`src/rtl/bitbang_spi_master.sv`:
```
// Bit-banged SPI master, mode 0 (CPOL=0, CPHA=0), MSB first, full duplex.
// Pulls words from a show-ahead source (empty/get) and pushes each received
// word out with a one-cycle put pulse. Bit timing comes from an external
// half-bit step enable, so two steps make one SPI bit.
module bitbang_spi_master #(
  parameter int W = 8
) (
  input  logic         clock,
  input  logic         reset,
  input  logic         step,
  input  logic [W-1:0] in,
  output logic         get,
  input  logic         empty,
  output logic [W-1:0] out,
  output logic         put,
  output logic         spi_cs_n,
  output logic         spi_clock,
  output logic         spi_mosi,
  input  logic         spi_miso
);

  // Counter needs to hold the value W itself, hence one bit more than log2(W).
  localparam int CW = $clog2(W) + 1;
  localparam logic [CW-1:0] CNT_FULL = CW'(W);
  localparam logic [CW-1:0] CNT_ONE  = CW'(1);

  typedef enum logic {
    IDLE = 1'b0,
    XFER = 1'b1
  } state_t;

  state_t         state, state_next;
  logic [W-1:0]   sr, sr_next;
  logic           sample, sample_next;
  logic [CW-1:0]  cnt, cnt_next;
  logic [W-1:0]   out_next;
  logic           put_next;
  logic           cs_next;
  logic           clk_next;
  logic           last_half;

  // The final falling half of a word is the only point inside a transfer
  // where the next word may be taken, which keeps chip select low between
  // back-to-back words.
  assign last_half = (state == XFER) && spi_clock && (cnt == CNT_ONE);
  assign get       = step && !empty && ((state == IDLE) || last_half);

  // MOSI is the shift register MSB; the register only moves on falling
  // halves or on load, so MOSI is stable at every SPI clock rise.
  assign spi_mosi = sr[W-1];

  // State register with synchronous reset; a reset mid-word simply abandons
  // the word, so no put is ever produced for it.
  always_ff @(posedge clock) begin
    if (reset) begin
      state     <= IDLE;
      sr        <= '0;
      sample    <= 1'b0;
      cnt       <= '0;
      out       <= '0;
      put       <= 1'b0;
      spi_cs_n  <= 1'b1;
      spi_clock <= 1'b0;
    end else begin
      state     <= state_next;
      sr        <= sr_next;
      sample    <= sample_next;
      cnt       <= cnt_next;
      out       <= out_next;
      put       <= put_next;
      spi_cs_n  <= cs_next;
      spi_clock <= clk_next;
    end
  end

  // Next-state logic: everything holds unless step is high; put defaults low
  // so it can only ever last a single cycle.
  always_comb begin
    state_next  = state;
    sr_next     = sr;
    sample_next = sample;
    cnt_next    = cnt;
    out_next    = out;
    put_next    = 1'b0;
    cs_next     = spi_cs_n;
    clk_next    = spi_clock;

    if (step) begin
      case (state)
        IDLE: begin
          cs_next  = 1'b1;
          clk_next = 1'b0;
          if (get) begin
            sr_next    = in;
            cnt_next   = CNT_FULL;
            cs_next    = 1'b0;
            state_next = XFER;
          end
        end

        XFER: begin
          if (!spi_clock) begin
            // Rising half: slave sees a stable MOSI, we capture MISO.
            clk_next    = 1'b1;
            sample_next = spi_miso;
          end else if (cnt != CNT_ONE) begin
            // Falling half mid-word: shift the captured bit in, next bit out.
            clk_next = 1'b0;
            sr_next  = {sr[W-2:0], sample};
            cnt_next = cnt - CNT_ONE;
          end else begin
            // Last falling half: deliver the word, then chain or deselect.
            clk_next = 1'b0;
            out_next = {sr[W-2:0], sample};
            put_next = 1'b1;
            if (get) begin
              sr_next  = in;
              cnt_next = CNT_FULL;
            end else begin
              cs_next    = 1'b1;
              state_next = IDLE;
            end
          end
        end

        default: state_next = IDLE;
      endcase
    end
  end

endmodule

```
`config.mk`:
```
export PLATFORM = sky130hd
export DESIGN_NAME = bitbang_spi_master
export DESIGN_NICKNAME = d
export VERILOG_FILES = /design/src/rtl/bitbang_spi_master.sv
export SDC_FILE = /design/constraint.sdc
export NUM_CORES = 1
export LEC_CHECK = 0
export CAP_MARGIN = 15
export CORE_MARGIN = 1
export CORE_UTILIZATION = 45
export DETAILED_ROUTE_END_ITERATION = 10
export GPL_TIMING_DRIVEN = 0
export PLACE_DENSITY = 0.71
export SLEW_MARGIN = 20
export SYNTH_ARGS = -nofsm -noshare
export SYNTH_HDL_FRONTEND = slang
export SYNTH_SLANG_ARGS = --single-unit
```
`constraint.sdc`:
```
create_clock -name clock -period 3.6 [get_ports clock]
set_input_delay 0.72 -clock clock [delete_from_list [all_inputs] [get_ports clock]]
set_output_delay 0.72 -clock clock [all_outputs]
set_load 0.1 [all_outputs]
```
After elaboration in Yosys (flattened, before gate mapping)

Cells that the tools add are included.

Flip-flop bits (word level): 25
Bits of input ports: 13
Output and inout port bits: 13
Logic and storage cells: 49

Add/sub/neg operators: 1
Equal/unequal tests: 5
Mux-type cells: 20
Bitwise logic cells: 4
Reductions and logical operators: 11

Operator list:

| kind                | number |
|---|---|
| $mux 8              | 3 |
| $pmux 8 s2          | 1 |
| $mux 4              | 3 |
| $mux 1              | 9 |
| $pmux 4 s2          | 1 |
| $reduce_and 4->1    | 2 |
| $ne 2x2->1 const B  | 3 |
| $pmux 1 s2          | 3 |
| $eq 4x1->1 const B  | 1 |
| $logic_and 1x1->1   | 4 |
| $ne 4x1->1 const B  | 1 |
| $not 1->1           | 4 |
| $reduce_or 4->1     | 1 |
| $sub 4x1->4 const B | 1 |
| $reduce_and 3->1    | 1 |
| $reduce_and 2->1    | 1 |
| $logic_not 1->1     | 1 |
| $logic_or 1x1->1    | 1 |

Longest topological paths before layout

Gate-level depths: netlist of the first run.

Depth after elaboration: 8
Mapped depth: 6
Gate-level depth less buffers: 5

Least setup slack after synthesis of the first run

OpenSTA, ideal clock, no wires.

Path kind: register to output
Start point: reg spi_clock
End point: out get
Data arrival time: 2.154 ns
Required time: 2.880 ns
Slack: 0.726 ns
Stages on the path, launching flop included: 5
Buffers on the path: 1
Cell sequence: dfxtp_1 buf_2 and4bb_2 o21bai_1 inv_1

Cells in the longest elaborated chain, start to end: 4

Ends and longest elaborated chain:

| item                            | line | RTL |
|---|---|---|
| start, declared                 | 17   | `output logic spi_clock,` |
| start signal, assigned          | 72   | `spi_clock <= clk_next;` |
| $logic_and 1x1->1 (2 in series) | 45   | `assign last_half = (state == XFER) && spi_clock && (cnt == CNT_ONE);` |
| $logic_or 1x1->1                | 46   | `assign get = step && !empty && ((state == IDLE) \|\| last_half);` |
| $logic_and 1x1->1               | 46   |  |
| end, declared                   | 12   | `output logic get,` |

No other way between the ends.

Worst setup path in the final report of the first run

Start point: in empty
End point: out get

Cells in the longest elaborated chain, start to end: 3

Ends and longest elaborated chain:

| item                            | line | RTL |
|---|---|---|
| start, declared                 | 13   | `input logic empty,` |
| $logic_not 1->1                 | 46   |  |
| $logic_and 1x1->1 (2 in series) | 46   |  |

No other way between the ends.

==> impl_results.md, run 1 <==
* Outcome: completed
* Worst min path class: register to register
* DR WL/cell at 15.2 microns
* Sequential fraction of the synthesis area at 37.5%
* Layout Nets at 205
* Detailed Route Iter0 Violations at 52
* Grt total ovfl at 0
* Seq pwr share at 55.9%
* Setup CP Type: input port to output pin
* H-tree depth at 1
* Most frequent cells in the layout: dfxtp_1 (25), clkdlybuf4s50_1 (23), a21oi_1 (21)
* Synth Instances at 161
* Leak at 0.601 nW
* Syn_nets at 176
* # port buffers at 24
* Pwr dens at 325 nW/um^2
* Maximum vdd drop at 0.000273 V
* Top_reg_cell synth: dfxtp_1
* Sw Ratio at 30.4%
* Setup Buffers After CTS at 0
* Element type at the critical path start: input port
* Root Buffer: clkbuf_4
* Synth Warn # at 0
* Worst R2R Path Depth at 5
* Worst-Skew Late Latency at 0.33 ns
* Top cell type by total area after synthesis: dfxtp_1
* Synthesized area at 1330 sq um
* Design area at 1640 sq um
* Clk buf depth at 2
* Fin. max-slew vios at 0
* Row Count at 19
* Peak Freq at 312 MHz
* Post-Place Cells at 216
* Fillcell total at 253
* Combinational power share at 19.9%
* Initial antenna violation count at 0
* DIE WIDTH at 56.4 microns
* Least-Margin Pin Slew at 0.968 ns
* Clk pwr share at 24.1%
* Via count at 1329
* RSZ-0062 raised after global routing: false
* Pin count of the biggest net entering global routing at 15
* # diodes at 0
* Commonest non-fill, non-tap cell in the layout: dfxtp_1
* GP Congestion at 0.810
* Setup TNS at 0 ns
* Routed WL at 3350 microns
* First-pass GRT wire length at 5760 microns
* Pint at 0.000372 W
* DIE HEIGHT at 56.4 microns
* Vias in the first global route at 1256
* Hold Path Stages at 2
* Max_cap viols at 0
* Fraction of registers with async set/reset at 0%
* Initial Utilization at 48.0%
* CP required at 2.88 ns
* Distinct cell type count after synthesis at 34
* DR pass1 iterations at 4
* Final setup vio count at 0
* Io pins at 26
* Post-layout min period at 3.21 ns
* Synthesized flop and latch total at 25
* P_sw at 0.000162 W
* Number of synthesized flops with an enable pin at 0
* Area grow syn2layout at 23.2%
* Layout cells sized above 1 at 11.1%
* HPWL Detailed at 2440 microns
* Syn_area_per_cell at 8.28 sq um
* Setup crit end kind: output pin
* Clock skew at 0.0112 ns
* Critical path arrival at 2.49 ns
* CTS Buf Count at 3
* Final Hold Vio Count at 0
* Finished Layout Cells at 220
* CTS clk-pin slew, worst paths at 0.14 ns
* GRT Overall Usage at 22.6%
* Maximum fanout along the worst path at 10
* Core Footprint at 2780 sq um
* Slew margin rel. at 35.3%
* CTS tree: done
* # DRC at 0
* Main area contributors after synthesis: dfxtp_1 (38%), a21oi_1 (7.9%), a32o_1 (6.0%)
* Yosys top cell area share at 37.5%
* Post-route clock period utilization at 89.1%
* Post-DP Area at 1610 sq um
* Via/cell ratio at 6.04
* Antenna Violating Nets Remaining at 0
* Die Area at 3190 sq um
* Clock sink total at 25
==> critical path, stage by stage <==
cell,delay (ns)
clkdlybuf4s50_1,0.43
buf_2,0.20
nand2b_1,0.17
o21bai_1,0.18
inv_1,0.05
dlymetal6s2s_1,0.73
==> worst paths after layout <==
path                  from       end  slack, ns
setup / recovery     empty       get       0.39
hold / removal    spi_cs_n  spi_cs_n       0.49
setup reg to reg    cnt[0]     sr[6]       1.78
hold reg to reg   spi_cs_n  spi_cs_n       0.49
==> stage by stage <==
stage | hold slack (ns) | utilization [%] | power [W] | setup slack (ns)
3_3_place_gp | 0.455 | 58.0 | 0.000409 | 0.0247
3_5_place_dp | 0.465 | 58.0 | 0.000411 | -0.00197
2_1_floorplan | 0.457 | - | 0.000376 | 0.726
6_report | 0.494 | 59.1 | 0.000534 | 0.391
4_1_cts | 0.497 | 59.0 | 0.000536 | 0.000798
5_1_grt | 0.510 | 59.1 | 0.000556 | 0.301
==> routing by layer <==
| layer | track usage, % | wire [microns] | part of all wire [%] |
|---|---|---|---|
| met1 | 29.1 | 1520 | 45 |
| met2 | 39.5 | 1660 | 50 |
| met3 | 4.15 | 140 | 4.2 |
| met4 | 4.18 | 33 | 0.99 |
| met5 | 0 | 0 | 0 |
==> sequential cells by signal, summed over array words and instances (netlist names) <==
| name | cells |
|---|---|
| out | 8 |
| sr | 8 |
| cnt | 4 |
| put | 1 |
| sample | 1 |
| spi_clock | 1 |
| spi_cs_n | 1 |
| state | 1 |
==> power by group through the flow <==
stage	Sequential, W	Combinational, W	Clock, W
4_1_cts	0.000299	0.000106	0.000131
5_1_grt	0.000300	0.000115	0.000140
3_3_place_gp	0.000304	0.000104	0
3_5_place_dp	0.000305	0.000106	0
6_report	0.000299	0.000107	0.000129
2_1_floorplan	0.000318	0.0000589	0
==> layout make-up <==
class | count | area [sq um] | share of cell area [%]
Multi-Input combinational cell | 107 | 699 | 42.6
Sequential cell | 25 | 500 | 30.5
Timing Repair Buffer | 24 | 243 | 14.8
Buffer | 15 | 81.3 | 4.95
Inverter | 14 | 52.6 | 3.20
Tap cell | 31 | 38.8 | 2.36
Clock buffer | 3 | 22.5 | 1.37
Clock inverter | 1 | 5.00 | 0.305
==> repair_timing <==
item / 4_1_cts / 5_1_grt
setup endpoints to repair: 0 / 1
gates resized for setup: 0 / 1
hold buffers: 0 / 0
==> synthesized netlist by cell type, types with 2 or more instances <==
cell type,instances
ha_1,2
a32o_1,8
dfxtp_1,25
and3_1,2
inv_1,14
nand2b_1,3
nor3_1,9
o21ai_0,12
a2111oi_0,7
nand3_1,10
nand2_1,3
clkbuf_1,4
buf_4,2
buf_2,8
o21ai_1,2
a21oi_1,21
nor2b_1,2
nor2_1,10
a31oi_1,2
==> kinds of logic after synthesis <==
family	synth area share, %
fa+ha+maj	1.88
simple gates	20.6
buf+inv	10.0
flops	37.5
compound gates	29.2
mux	0.750
Note: power is estimated with default switching activity, not from simulation.
==> run 2: changes to the inputs <==
CORE_UTILIZATION = 40   (was 45)
PLACE_DENSITY = default   (was 0.71)
RECOVER_POWER = 50   (was default)
==> run 2 against run 1 <==
Worst setup slack got worse by 0.10 ns. Sequential power barely moved. Non-clock buffer count unchanged. Largest cell class unchanged. Power up 0.94%. Combinational power barely moved. First-iteration DRC count rose by 77%. Core utilization decreased by 5.6 points.
==> impl_results.md, run 2 (synthesis results as in run 1) <==
* Combinational power share at 19.7%
* Seq pwr share at 55.4%
* Worst path top cell family by delay: buffers and inverters
* Final setup margin at 0.289 ns
* Post-route clock period utilization at 92.0%
* CTS Buf Count at 3
* Max_cap viols at 0
* Initial Utilization at 43.0%
* Clk buf depth at 2
* Clk pwr share at 25.0%
* Initial antenna violation count at 0
* Post-layout min period at 3.31 ns
* Final Hold Vio Count at 0
* Outcome: completed
* # DRC at 0
* Pint at 0.000373 W
* Clock skew at 0.00651 ns
* Element type at the critical path start: input port
* Die Area at 3570 sq um
* P_sw at 0.000166 W
* Slowest stage delay, CP at 0.73 ns
* Finished Layout Cells at 233
* Setup Buffers After CTS at 0
* Maximum fanout along the worst path at 10
* CTS clk-pin slew, worst paths at 0.15 ns
* Setup TNS at 0 ns
* Slowest stage cell, crit path: dlymetal6s2s_1
* H-tree depth at 1
* Area of the multi-input gates at 699 sq um
* Pin count of the biggest net entering global routing at 14
* Final setup vio count at 0
* CTS resizes at 0
* Antenna Violating Nets Remaining at 0
* Buf/Inv on CP at 4
* Commonest non-fill, non-tap cell in the layout: dfxtp_1
* Hold slack at 0.485 ns
* Crit-path cells: dlygate4sd3_1, buf_2, nand2b_1, o21bai_1, inv_1, dlymetal6s2s_1
* # port buffers at 24
* Core Footprint at 3100 sq um
* Grt total ovfl at 0
* Layout Nets at 205
* GP Congestion at 0.782
* Post-Place Cells at 229
* Clock sink total at 25
* Hold Buf Count CTS at 0
* # diodes at 0
* Area grow syn2layout at 24.3%
* Vias in the first global route at 1297
* Via/cell ratio at 5.53
* Row Count at 20
* Register area at 500 sq um
* Setup crit end kind: output pin
* GRT Overall Usage at 22.2%
* Sw Ratio at 30.8%
* Maximum vdd drop at 0.000229 V
* Pwr dens at 325 nW/um^2
* Worst min path class: register to register
* Io pins at 26
* DR WL/cell at 14.9 microns
* Root Buffer: clkbuf_4
* DIE WIDTH at 59.7 microns
* Place WS at 0.0160 ns
* Most frequent cells in the layout: dfxtp_1 (25), a21oi_1 (21), clkdlybuf4s50_1 (21)
* Via count at 1289
* HPWL Detailed at 2480 microns
* CP required at 2.88 ns
* Leak at 0.599 nW
* Fin. max-slew vios at 0
* Critical path arrival at 2.59 ns
* First-pass GRT wire length at 5920 microns
* Peak Freq at 302 MHz
* CTS tree: done
* Routed WL at 3470 microns
* Worst-Skew Late Latency at 0.33 ns
* Layout cells sized above 1 at 10.6%
* Slew margin rel. at 35.6%
* Detailed Route Iter0 Violations at 92
* Leading registers by flop count: out (8), sr (8), cnt (4)
* DR pass1 iterations at 4
* RSZ-0062 raised after global routing: false
* DIE HEIGHT at 59.7 microns
* Worst R2R Setup Slack at 1.79 ns
* Least-Margin Pin Slew at 0.963 ns
* Fillcell total at 325
* Setup CP Type: input port to output pin
==> run 2: cell types whose count changed in the layout (fill, tap and decap cells not counted), sizes merged <==
cell / previous run / this run
clkdlybuf4s50: 23 / 21
clkinv: 1 / 0
clkbuf: 7 / 8
dlygate4sd3: 0 / 2
==> run 2: layout make-up <==
class,count,area share (%)
Inverter,14,3.17
Timing Repair Buffer,24,14.6
Sequential cell,25,30.2
Multi-Input combinational cell,107,42.2
Tap cell,44,3.32
Clock buffer,4,1.58
Buffer,15,4.91
==> run 2: power groups by stage <==
stage	Clock [W]	Sequential, W	Combinational, W
2_1_floorplan	0	0.000318	0.0000589
3_3_place_gp	0	0.000305	0.000105
3_5_place_dp	0	0.000305	0.000106
4_1_cts	0.000137	0.000299	0.000107
5_1_grt	0.000146	0.000300	0.000117
6_report	0.000135	0.000299	0.000106
==> run 2: worst paths after layout <==
path,from,endpoint,cells past startpoint
setup / recovery,empty,get,6
hold / removal,spi_cs_n,spi_cs_n,2
setup reg to reg,cnt[0],sr[6],5
hold reg to reg,spi_cs_n,spi_cs_n,2
==> run 2: worst min-delay path, cell delays in order (launching register included) <==
cell and delay, ns:
dfxtp_1 0.36, a21oi_1 0.05, o21ai_0 0.05
==> run 2: layer usage <==
layer  track usage [%]  share of wire [%]
met5                 0                  0
met4              5.32               0.55
met3              3.90                3.1
met2              41.3                 52
met1              25.9                 45
==> run 2: through the flow <==
step           total power, W  util (%)  instance area, sq um
2_1_floorplan        0.000376         -                  1330
3_3_place_gp         0.000410      52.5                  1630
3_5_place_dp         0.000411      52.5                  1630
4_1_cts              0.000543      53.3                  1660
5_1_grt              0.000563      53.4                  1660
6_report             0.000539      53.4                  1660
